File: src/rtl/multi_edge_detect.sv
`timescale 1ns/1ps
`default_nettype none
// ============================================================================
// Module      : multi_edge_detect
// Description : Multi-channel input conditioner for slow asynchronous lines
//               (e.g. I2C SCL/SDA). Each channel has a synchroniser, a
//               persistence filter, registered rise/fall pulses, and a sticky
//               event flag. The flags are OR-ed into a single interrupt.
// Ports       : clk          - system clock, rising edge
//               rst          - asynchronous active-high reset
//               sig_in       - raw asynchronous line inputs [NUM_CH]
//               rise_en      - rising edge may set event_flag [NUM_CH]
//               fall_en      - falling edge may set event_flag [NUM_CH]
//               clr          - synchronous clear of event_flag [NUM_CH]
//               level        - filtered, synchronised line level [NUM_CH]
//               rising_edge  - one-cycle pulse on filtered 0->1 [NUM_CH]
//               falling_edge - one-cycle pulse on filtered 1->0 [NUM_CH]
//               event_flag   - sticky edge-event flag [NUM_CH]
//               irq          - OR of all event flags
// Revision    : 1.0 - initial release
// ============================================================================
module multi_edge_detect #(
    parameter int NUM_CH      = 2,
    parameter int SYNC_STAGES = 2,
    parameter int FILTER_LEN  = 3,
    parameter bit RESET_LEVEL = 1'b1
) (
    input  logic              clk,
    input  logic              rst,
    input  logic [NUM_CH-1:0] sig_in,
    input  logic [NUM_CH-1:0] rise_en,
    input  logic [NUM_CH-1:0] fall_en,
    input  logic [NUM_CH-1:0] clr,
    output logic [NUM_CH-1:0] level,
    output logic [NUM_CH-1:0] rising_edge,
    output logic [NUM_CH-1:0] falling_edge,
    output logic [NUM_CH-1:0] event_flag,
    output logic              irq
);

    localparam int                 c_cnt_w   = $clog2(FILTER_LEN + 1);
    // Count value at which one more differing sample accepts the new level.
    localparam logic [c_cnt_w-1:0] c_cnt_max = c_cnt_w'(FILTER_LEN - 1);

    logic [NUM_CH-1:0] w_flag_next;
    logic              r_irq;

    generate
        for (genvar i = 0; i < NUM_CH; i++) begin : g_ch
            logic [SYNC_STAGES-1:0] r_sync;
            logic [c_cnt_w-1:0]     r_cnt;
            logic                   r_level;
            logic                   r_rise;
            logic                   r_fall;
            logic                   r_flag;
            logic                   w_s;
            logic                   w_accept;
            logic                   w_set;

            assign w_s      = r_sync[SYNC_STAGES-1];
            // The new level is taken on the FILTER_LEN-th consecutive
            // differing sample; any agreeing sample restarts the count.
            assign w_accept = (w_s != r_level) && (r_cnt == c_cnt_max);

            // Synchroniser: bit 0 samples the raw line, top bit is used.
            always_ff @(posedge clk or posedge rst) begin
                if (rst) begin
                    r_sync <= {SYNC_STAGES{RESET_LEVEL}};
                end else begin
                    r_sync <= {r_sync[SYNC_STAGES-2:0], sig_in[i]};
                end
            end

            // Persistence filter and edge pulses. The pulse is registered
            // on the same edge as the level so both appear together.
            always_ff @(posedge clk or posedge rst) begin
                if (rst) begin
                    r_cnt   <= '0;
                    r_level <= RESET_LEVEL;
                    r_rise  <= 1'b0;
                    r_fall  <= 1'b0;
                end else begin
                    r_rise <= w_accept & ~r_level;
                    r_fall <= w_accept &  r_level;
                    if (w_s == r_level) begin
                        r_cnt <= '0;
                    end else if (w_accept) begin
                        r_cnt   <= '0;
                        r_level <= ~r_level;
                    end else begin
                        r_cnt <= r_cnt + 1'b1;
                    end
                end
            end

            // Set wins over clear so an event arriving with clr is not lost.
            assign w_set          = (r_rise & rise_en[i]) | (r_fall & fall_en[i]);
            assign w_flag_next[i] = w_set | (r_flag & ~clr[i]);

            always_ff @(posedge clk or posedge rst) begin
                if (rst) begin
                    r_flag <= 1'b0;
                end else begin
                    r_flag <= w_flag_next[i];
                end
            end

            assign level[i]        = r_level;
            assign rising_edge[i]  = r_rise;
            assign falling_edge[i] = r_fall;
            assign event_flag[i]   = r_flag;
        end
    endgenerate

    // Built from the next-state flags so irq moves in step with event_flag.
    always_ff @(posedge clk or posedge rst) begin
        if (rst) begin
            r_irq <= 1'b0;
        end else begin
            r_irq <= |w_flag_next;
        end
    end

    assign irq = r_irq;

endmodule
`default_nettype wire
File: config.mk
export PLATFORM = sky130hd
export DESIGN_NAME = multi_edge_detect
export DESIGN_NICKNAME = d
export VERILOG_FILES = /design/src/rtl/multi_edge_detect.sv
export SDC_FILE = /design/constraint.sdc
export NUM_CORES = 1
export LEC_CHECK = 0
export ABC_AREA = 1
export CAP_MARGIN = 0
export CORE_MARGIN = 5
export CORE_UTILIZATION = 44
export DETAILED_ROUTE_END_ITERATION = 16
export HOLD_SLACK_MARGIN = 0.12
export PLACE_DENSITY_LB_ADDON = 0.2
export SKIP_CTS_REPAIR_TIMING = 1
export SLEW_MARGIN = 15
export SYNTH_ARGS = -nofsm -noshare
export SYNTH_HDL_FRONTEND = slang
export SYNTH_SLANG_ARGS = --single-unit
File: constraint.sdc
create_clock -name clk -period 0.97 [get_ports clk]
set_input_delay 0.2425 -clock clk [delete_from_list [all_inputs] [get_ports clk]]
set_output_delay 0.2425 -clock clk [all_outputs]
set_load 0.05 [all_outputs]
==> results.txt, run 1 <==
- Gate count of the mapped netlist: around 70
- Type of origin of the critical path: flip-flop
- Minimum period implied by the final worst setup slack: around 1300 ps
* Number of H-tree levels: 1
- Once detail routing completed, the nets flagged for antenna violations numbered 0.
- Max Buffers Root-to-Sink: 2
- Logic depth of the worst register-to-register path: 3
* TritonRoute pass-1 iters: 2
* Total met2 wirelength after detailed routing: between 600 and 700 um
- Fillers: between 100 and 150
- Counting distinct cell types in the post-synthesis netlist gives 9.
* Clock insertion delay at the later pin of the skew report: ~280 ps
* Die Ht: 49.4 um
- The initial utilization of the core area, before any placement, comes to 45.9%.
* Most used cells in the layout excluding fill and tap cells: 13 x sky130_fd_sc_hd__inv_1, 13 x sky130_fd_sc_hd__nand2_1, 11 x sky130_fd_sc_hd__dfrtp_1
* Max stage delay cell, worst path: sky130_fd_sc_hd__dfstp_2
- Root Buffer: sky130_fd_sc_hd__clkbuf_4
- Clock input transition at the sequential cells of the worst setup and hold paths: 90 ps
* Mean post-synth cell area: 9.62 um2
- Post-synthesis net count: 81
- FP Rows: 14
- The final critical path takes up 131% of the cycle.
* Number of endpoints with negative hold slack in the final report: 0
* Required time worst endpoint: 730 ps
- Setup Skew: 2.59 ps
- Leak Pwr: 0.493 nW
- In this run the worst path has a maximum fanout of 4.
- Clock tree from TritonCTS: yes
- In this run the worst hold path is classified as input pin to asynchronous set/reset pin.
- Number of buffers added by the clock tree synthesis step: 3
- Number of setup violations in the final report: 11
- Power density over cell area: 2530 nW/um2
- The post-route netlist has 36.4% of its cells at a drive strength greater than 1.
- The final reports fail on negative setup slack.
- Worst R2R Setup Slack: -30 ps
* Post-route setup slack: -300 ps
- Via count of the first global-routing pass: 472
- Final RePlAce weighted congestion: 0.756
- The cell family contributing the most delay on the critical path is flip-flops.
* Pin count of the biggest net entering global routing: 18
- The clock drives 17 sinks.
* Number of violations of the max-capacitance limit: 0
- IO Pins: 19
- For this run, the slowest stage of the critical path takes 600 ps.
- The first global-routing pass estimated 1930 um of wire.
* Setup Crit Path Kind: flip-flop to output port
* Total number of yosys warnings: 0
- Setup repair after global routing could not meet its margin everywhere.
* Core region area: 1490 um2
* Cell total after placement: ~100
- In this run the critical register-to-register path is launched from g_ch[0].r_level$_DFFE_PP1P_.
- DRT Wirelength: 1170 um
- Residual DRC count: 0
- In the global route stage, overall resource usage came out at 10.3%.
* Initial antenna violation count: 0
* Worst hold slack across all endpoints: 276 ps
- The die covers 2440 um2.
- After detailed routing, the wire length on met1 is 413 um.
- STA classifies the critical path endpoint as an output port.
- GRT overflow: 0
- DRT iter0 DRCs: 3
* Final core utilization: 67.6%
- The number of antenna diodes in the final layout is 0.
- Via density per instance: 4.50
* Run status: finished with violations
* Count of port buffers added during placement: 18
* Post-synthesis sequential element count: 17
- CP bufs+invs: 1
* Layout Area Growth over Synthesis: 47.3%
* Worst slew margin: 90.9%
- Nets: 99
- Non-filler cells, final: 104
- Setup total negative slack on the finished layout was measured at -1530 ps.
- Routed vias: 468
- Highest metal layer with signal wires: met4
- Pwr Total: 2.54 mW
* Maximum vdd ir drop: between 0.001 and 0.0015 V
- After detailed routing, the met3 layer carries between 80 and 90 um of wire.
* FF-to-FF End: g_ch[0].r_cnt[0]$_DFF_PP0_
- From left edge to right edge, the die measures slightly below 50 um.
* DP HPWL: 824 um
* Cell Area, Synth: roughly 680 um2
- At the pin with the least slew margin, the transition time is between 100 and 150 ps.
- At the worst endpoint, the arrival time is 1030 ps.
- Static timing analysis puts the maximum clock frequency at 787 MHz.
- Fin. max-slew vios: 0
- Cell Chain, Critical Path: buf_12
* Sequential share of the synthesized area: 63.4%
- After detailed routing, the average wire length per cell comes to 11.2 um.
## stage by stage
stage	instance area [um2]	worst slack (ps)
6_report	1010	-300
5_1_grt	1010	-346
4_1_cts	960	-315
3_5_place_dp	933	-101
3_3_place_gp	933	-104
2_1_floorplan	683	3.91
## metal layers
layer	track usage, %	vias to the layer above
met1	10.8	220
met2	17.2	12
met3	3.67	4
li1	-	232
met5	0	-
met4	6.55	0
## logic make-up (layout without fill, tap and decap cells)
family                 after synthesis  count (layout)  synth area share (%)
and+or+nand+nor                     27              27                  16.3
DFF                                 17              17                  63.4
buffers and inverters               21              38                  15.9
AOI/OAI and AO/OA                    6               6                  4.40
## worst max-delay path by stage
stage                     depth (start not counted)                         from       endpoint
after floorplan                                   1  g_ch[0].r_level$_DFFE_PP1P_       level[0]
after global placement                            5                   rise_en[1]  irq$_DFF_PP0_
after detailed placement                          5                   fall_en[0]  irq$_DFF_PP0_
after CTS                                         1  g_ch[0].r_level$_DFFE_PP1P_       level[0]
after global routing                              1  g_ch[0].r_level$_DFFE_PP1P_       level[0]
final                                             1  g_ch[0].r_level$_DFFE_PP1P_       level[0]
## cells in the mapped netlist
library cell	n	area, um2
sky130_fd_sc_hd__nand2_2	4	25.0
sky130_fd_sc_hd__buf_4	8	60.1
sky130_fd_sc_hd__o21ai_1	2	10.0
sky130_fd_sc_hd__dfstp_2	6	158
sky130_fd_sc_hd__dfrtp_1	11	275
sky130_fd_sc_hd__a21oi_1	4	20.0
sky130_fd_sc_hd__inv_1	13	48.8
sky130_fd_sc_hd__nand2_1	15	56.3
sky130_fd_sc_hd__nor2_1	8	30.0
## report_power, final
| part | switching (mW) | internal, mW | leakage [nW] |
|---|---|---|---|
| logic | 0.603 | 0.531 | 0.266 |
| clock network | 0.204 | 0.160 | 0.0150 |
| registers | 0.147 | 0.897 | 0.212 |
## layout make-up
cell class	count	area, um2	area share [%]
Clock buffer	4	26.3	2.61
Multi-Input combinational cell	33	169	16.8
Timing Repair Buffer	21	309	30.7
Sequential cell	17	433	43.0
Inverter	13	48.8	4.85
Tap cell	16	20.0	1.99
## state kept, by name, summed over array words and instances, names as in the netlist
signal        cells
g_ch.r_level      2
g_ch.r_flag       2
g_ch.r_cnt        4
g_ch.r_sync       4
g_ch.r_fall       2
irq               1
g_ch.r_rise       2
No activity file was read; power rests on OpenSTA's default activity.
==> run 2, diff against run 1 <==
- PLACE_DENSITY: unset -> 0.81
- PLACE_DENSITY_LB_ADDON: 0.2 -> unset
==> run 2 against run 1 <==
The flow still finishes with violations (negative setup slack). Worst setup slack better by 9.2 ps. Worst hold slack worse by 6.4 ps. Utilization is 0.84 points higher. Cell area is 1.2% higher. Critical endpoint unchanged. Die area stayed put. Highest routed layer unchanged. Sequential power hardly changed. Largest cell class unchanged. Critical path depth stayed put. Critical path type unchanged. Via count is 5.1% higher. Final cell count is 0.96% higher. Combinational power is 4% higher.
==> results.txt, run 2 (same netlist as run 1, synthesis figures left out) <==
- RSZ-0062 raised after global routing: true
- Clock tree from TritonCTS: yes
- The total iterations of the first detailed-routing run came to 4 (+2).
* Layout Area Growth over Synthesis: 49.1%
- FF-to-FF End: g_ch[1].r_cnt[1]$_DFF_PP0_
- The footprint of the multi-input gates was 171 um2 (+1.5%).
- The min-delay analysis places its worst path in the category input pin to asynchronous set/reset pin.
- The DRC violation count after routing came to 0 (unchanged).
* Worst slew pin tran: 153 ps (+17.2 ps)
* Root Buffer: sky130_fd_sc_hd__clkbuf_4
- The total wire length after detailed routing is 1200 um (+3.1%).
* Number of endpoints with negative hold slack in the final report: 0 (unchanged)
- The placeable core region was 1490 um2 (unchanged).
* Peak Freq: 793 MHz (+0.73%)
* Fillers: 109 (-7.6%)
- Layout cells sized above 1: 37.1% (+0.72 points)
- Via count of the first global-routing pass: 458 (-3.0%)
- The power density normalized to cell area was 2530 nW/um2 (+0.27%).
* Total global routing track utilization: 9.75% (-0.56 points)
- Number of buffers added by the clock tree synthesis step: 3 (unchanged)
- Start of the worst register-to-register path: g_ch[1].r_level$_DFFE_PP1P_
- The total stage count of the critical path is 1 (unchanged).
- Crit path largest cell delay: 590 ps (about the same)
- Die outline area: 2440 um2 (unchanged)
- Number of H-tree levels: 1 (unchanged)
* Sink count of the clock tree: 17 (unchanged)
- Fin. max-slew vios: 0 (unchanged)
* Effective utilization at floorplan: 45.9% (unchanged)
- Post-route setup slack: -291 ps (+9.19 ps)
- The standard cell area after detailed placement came to 933 um2 (unchanged).
* Non-filler cells, final: 105 (+0.96%)
- Worst Path Arrival: 1020 ps (about the same)
- The DRC marker count from the first detailed-route iteration was 10 (+7).
- Critical path origin: g_ch[0].r_level$_DFFE_PP1P_
- Routed vias: 492 (+5.1%)
* CP Capture Type: output port
* Logic depth of the worst register-to-register path: 3 (unchanged)
- The routed length per placed instance was 11.5 um (+2.1%).
* Max Buffers Root-to-Sink: 2 (unchanged)
* Cell Chain, Critical Path: buf_12
- The sum of overflow across all layers after global routing was 0 (unchanged).
- The library cell used most frequently in the layout, excluding fill and tap cells, is sky130_fd_sc_hd__nand2_1.
* Most used cells in the layout excluding fill and tap cells: 14 x sky130_fd_sc_hd__nand2_1, 12 x sky130_fd_sc_hd__inv_1, 11 x sky130_fd_sc_hd__dfrtp_1
- Post-DRT Antenna Nets: 0 (unchanged)
* Largest fanout on the critical path: 4 (unchanged)
- The initial antenna violation count was 0 (unchanged).
- The post-route minimum period came to 1260 ps (-9.19 ps).
- Type of origin of the critical path: flip-flop
* Final RePlAce weighted congestion: 0.604 (-20%)
- The worst slack on hold paths is 270 ps (-6.37 ps).
- Number of violations of the max-capacitance limit: 0 (unchanged)
* Count of port buffers added during placement: 18 (unchanged)
- Leak Pwr: 0.503 nW (+1.9%)
* CP bufs+invs: 1 (unchanged)
- Worst R2R Setup Slack: -10 ps (+20 ps)
- IO Pins: 19 (unchanged)
- The register clock-pin slew on the reported worst setup and hold paths was 90 ps (about the same).
* Max stage delay cell, worst path: sky130_fd_sc_hd__dfstp_2
- Number of setup violations in the final report: 10 (-1)
* Area taken by flip-flops and latches: 433 um2 (unchanged)
- The clock insertion delay at the later pin of the skew report is 280 ps (about the same).
- The setup path with the least slack is of type flip-flop to output port.
- Global-route wire length before repair: 1810 um (-5.8%)
* Post-route cell area: 1020 um2 (+1.2%)
- The final worst-path cycle share is 130% (-0.95 points).
- The maximum resistive drop on vdd is 0.00151 V (+25%).
- Via density per instance: 4.69 (+4.1%)
* FP Rows: 14 (unchanged)
- The die outline width was 49.4 um (unchanged).
* Largest registers in the final layout: g_ch.r_cnt: 4 flops, g_ch.r_sync: 4 flops
- The net total in the final layout is 100 (+1.0%).
- Die Ht: 49.4 um (unchanged)
* Setup Skew: 0.613 ps (-1.97 ps)
- The run finished, with violations left.
- The number of inserted diodes came to 0 (unchanged).
- The relative slew slack is 89.8% (-1.1 points).
- Required time worst endpoint: 730 ps (about the same)
* Worst path top cell family by delay: flip-flops
- The pin count of the biggest net entering global routing is 18 (unchanged).
* Failing checks: negative setup slack
- The total instance count after detailed placement came to 98 (unchanged).
[run 2: changes by cell type in the layout (fill, tap and decap cells not counted), sizes merged]
cell / delta
buf: +1
[run 2: cell type report]
class / count / share of cell area, %
inverters: 13 / 5.04
multi-input cells: 33 / 16.8
clock buffers: 4 / 2.58
repair buffers: 22 / 31.1
flip-flops and latches: 17 / 42.5
well taps: 16 / 1.97
[run 2: routing by layer]
layer	GRT usage [%]	routed length (um)
met5	0	0
met2	15.7	621
met1	10.5	430
met3	3.98	126
met4	6.11	26
[run 2: worst max-delay path by stage]
| stage | endpoint |
|---|---|
| CTS | level[1] |
| global placement | irq$_DFF_PP0_ |
| floorplan | level[0] |
| finish | level[0] |
| detailed placement | irq$_DFF_PP0_ |
| global route | level[0] |
[run 2: metrics by stage]
step                      TNS, ps  total power, mW  worst slack [ps]  utilization [%]
after floorplan                 0             1.65              3.91                -
after global placement       -245             2.01             -97.7             62.7
after global routing        -2120             2.71              -325             68.4
after CTS                   -1600             2.42              -314             64.5
after detailed placement     -287             2.06              -105             62.7
final                       -1480             2.58              -291             68.4
[run 2: report_power, final]
part	switching [mW]	internal, mW	total [mW]	leakage [nW]
sequential	0.147	0.897	1.04	0.212
clock	0.201	0.160	0.361	0.0150
combinational	0.632	0.543	1.18	0.275
total	0.980	1.60	2.58	0.503
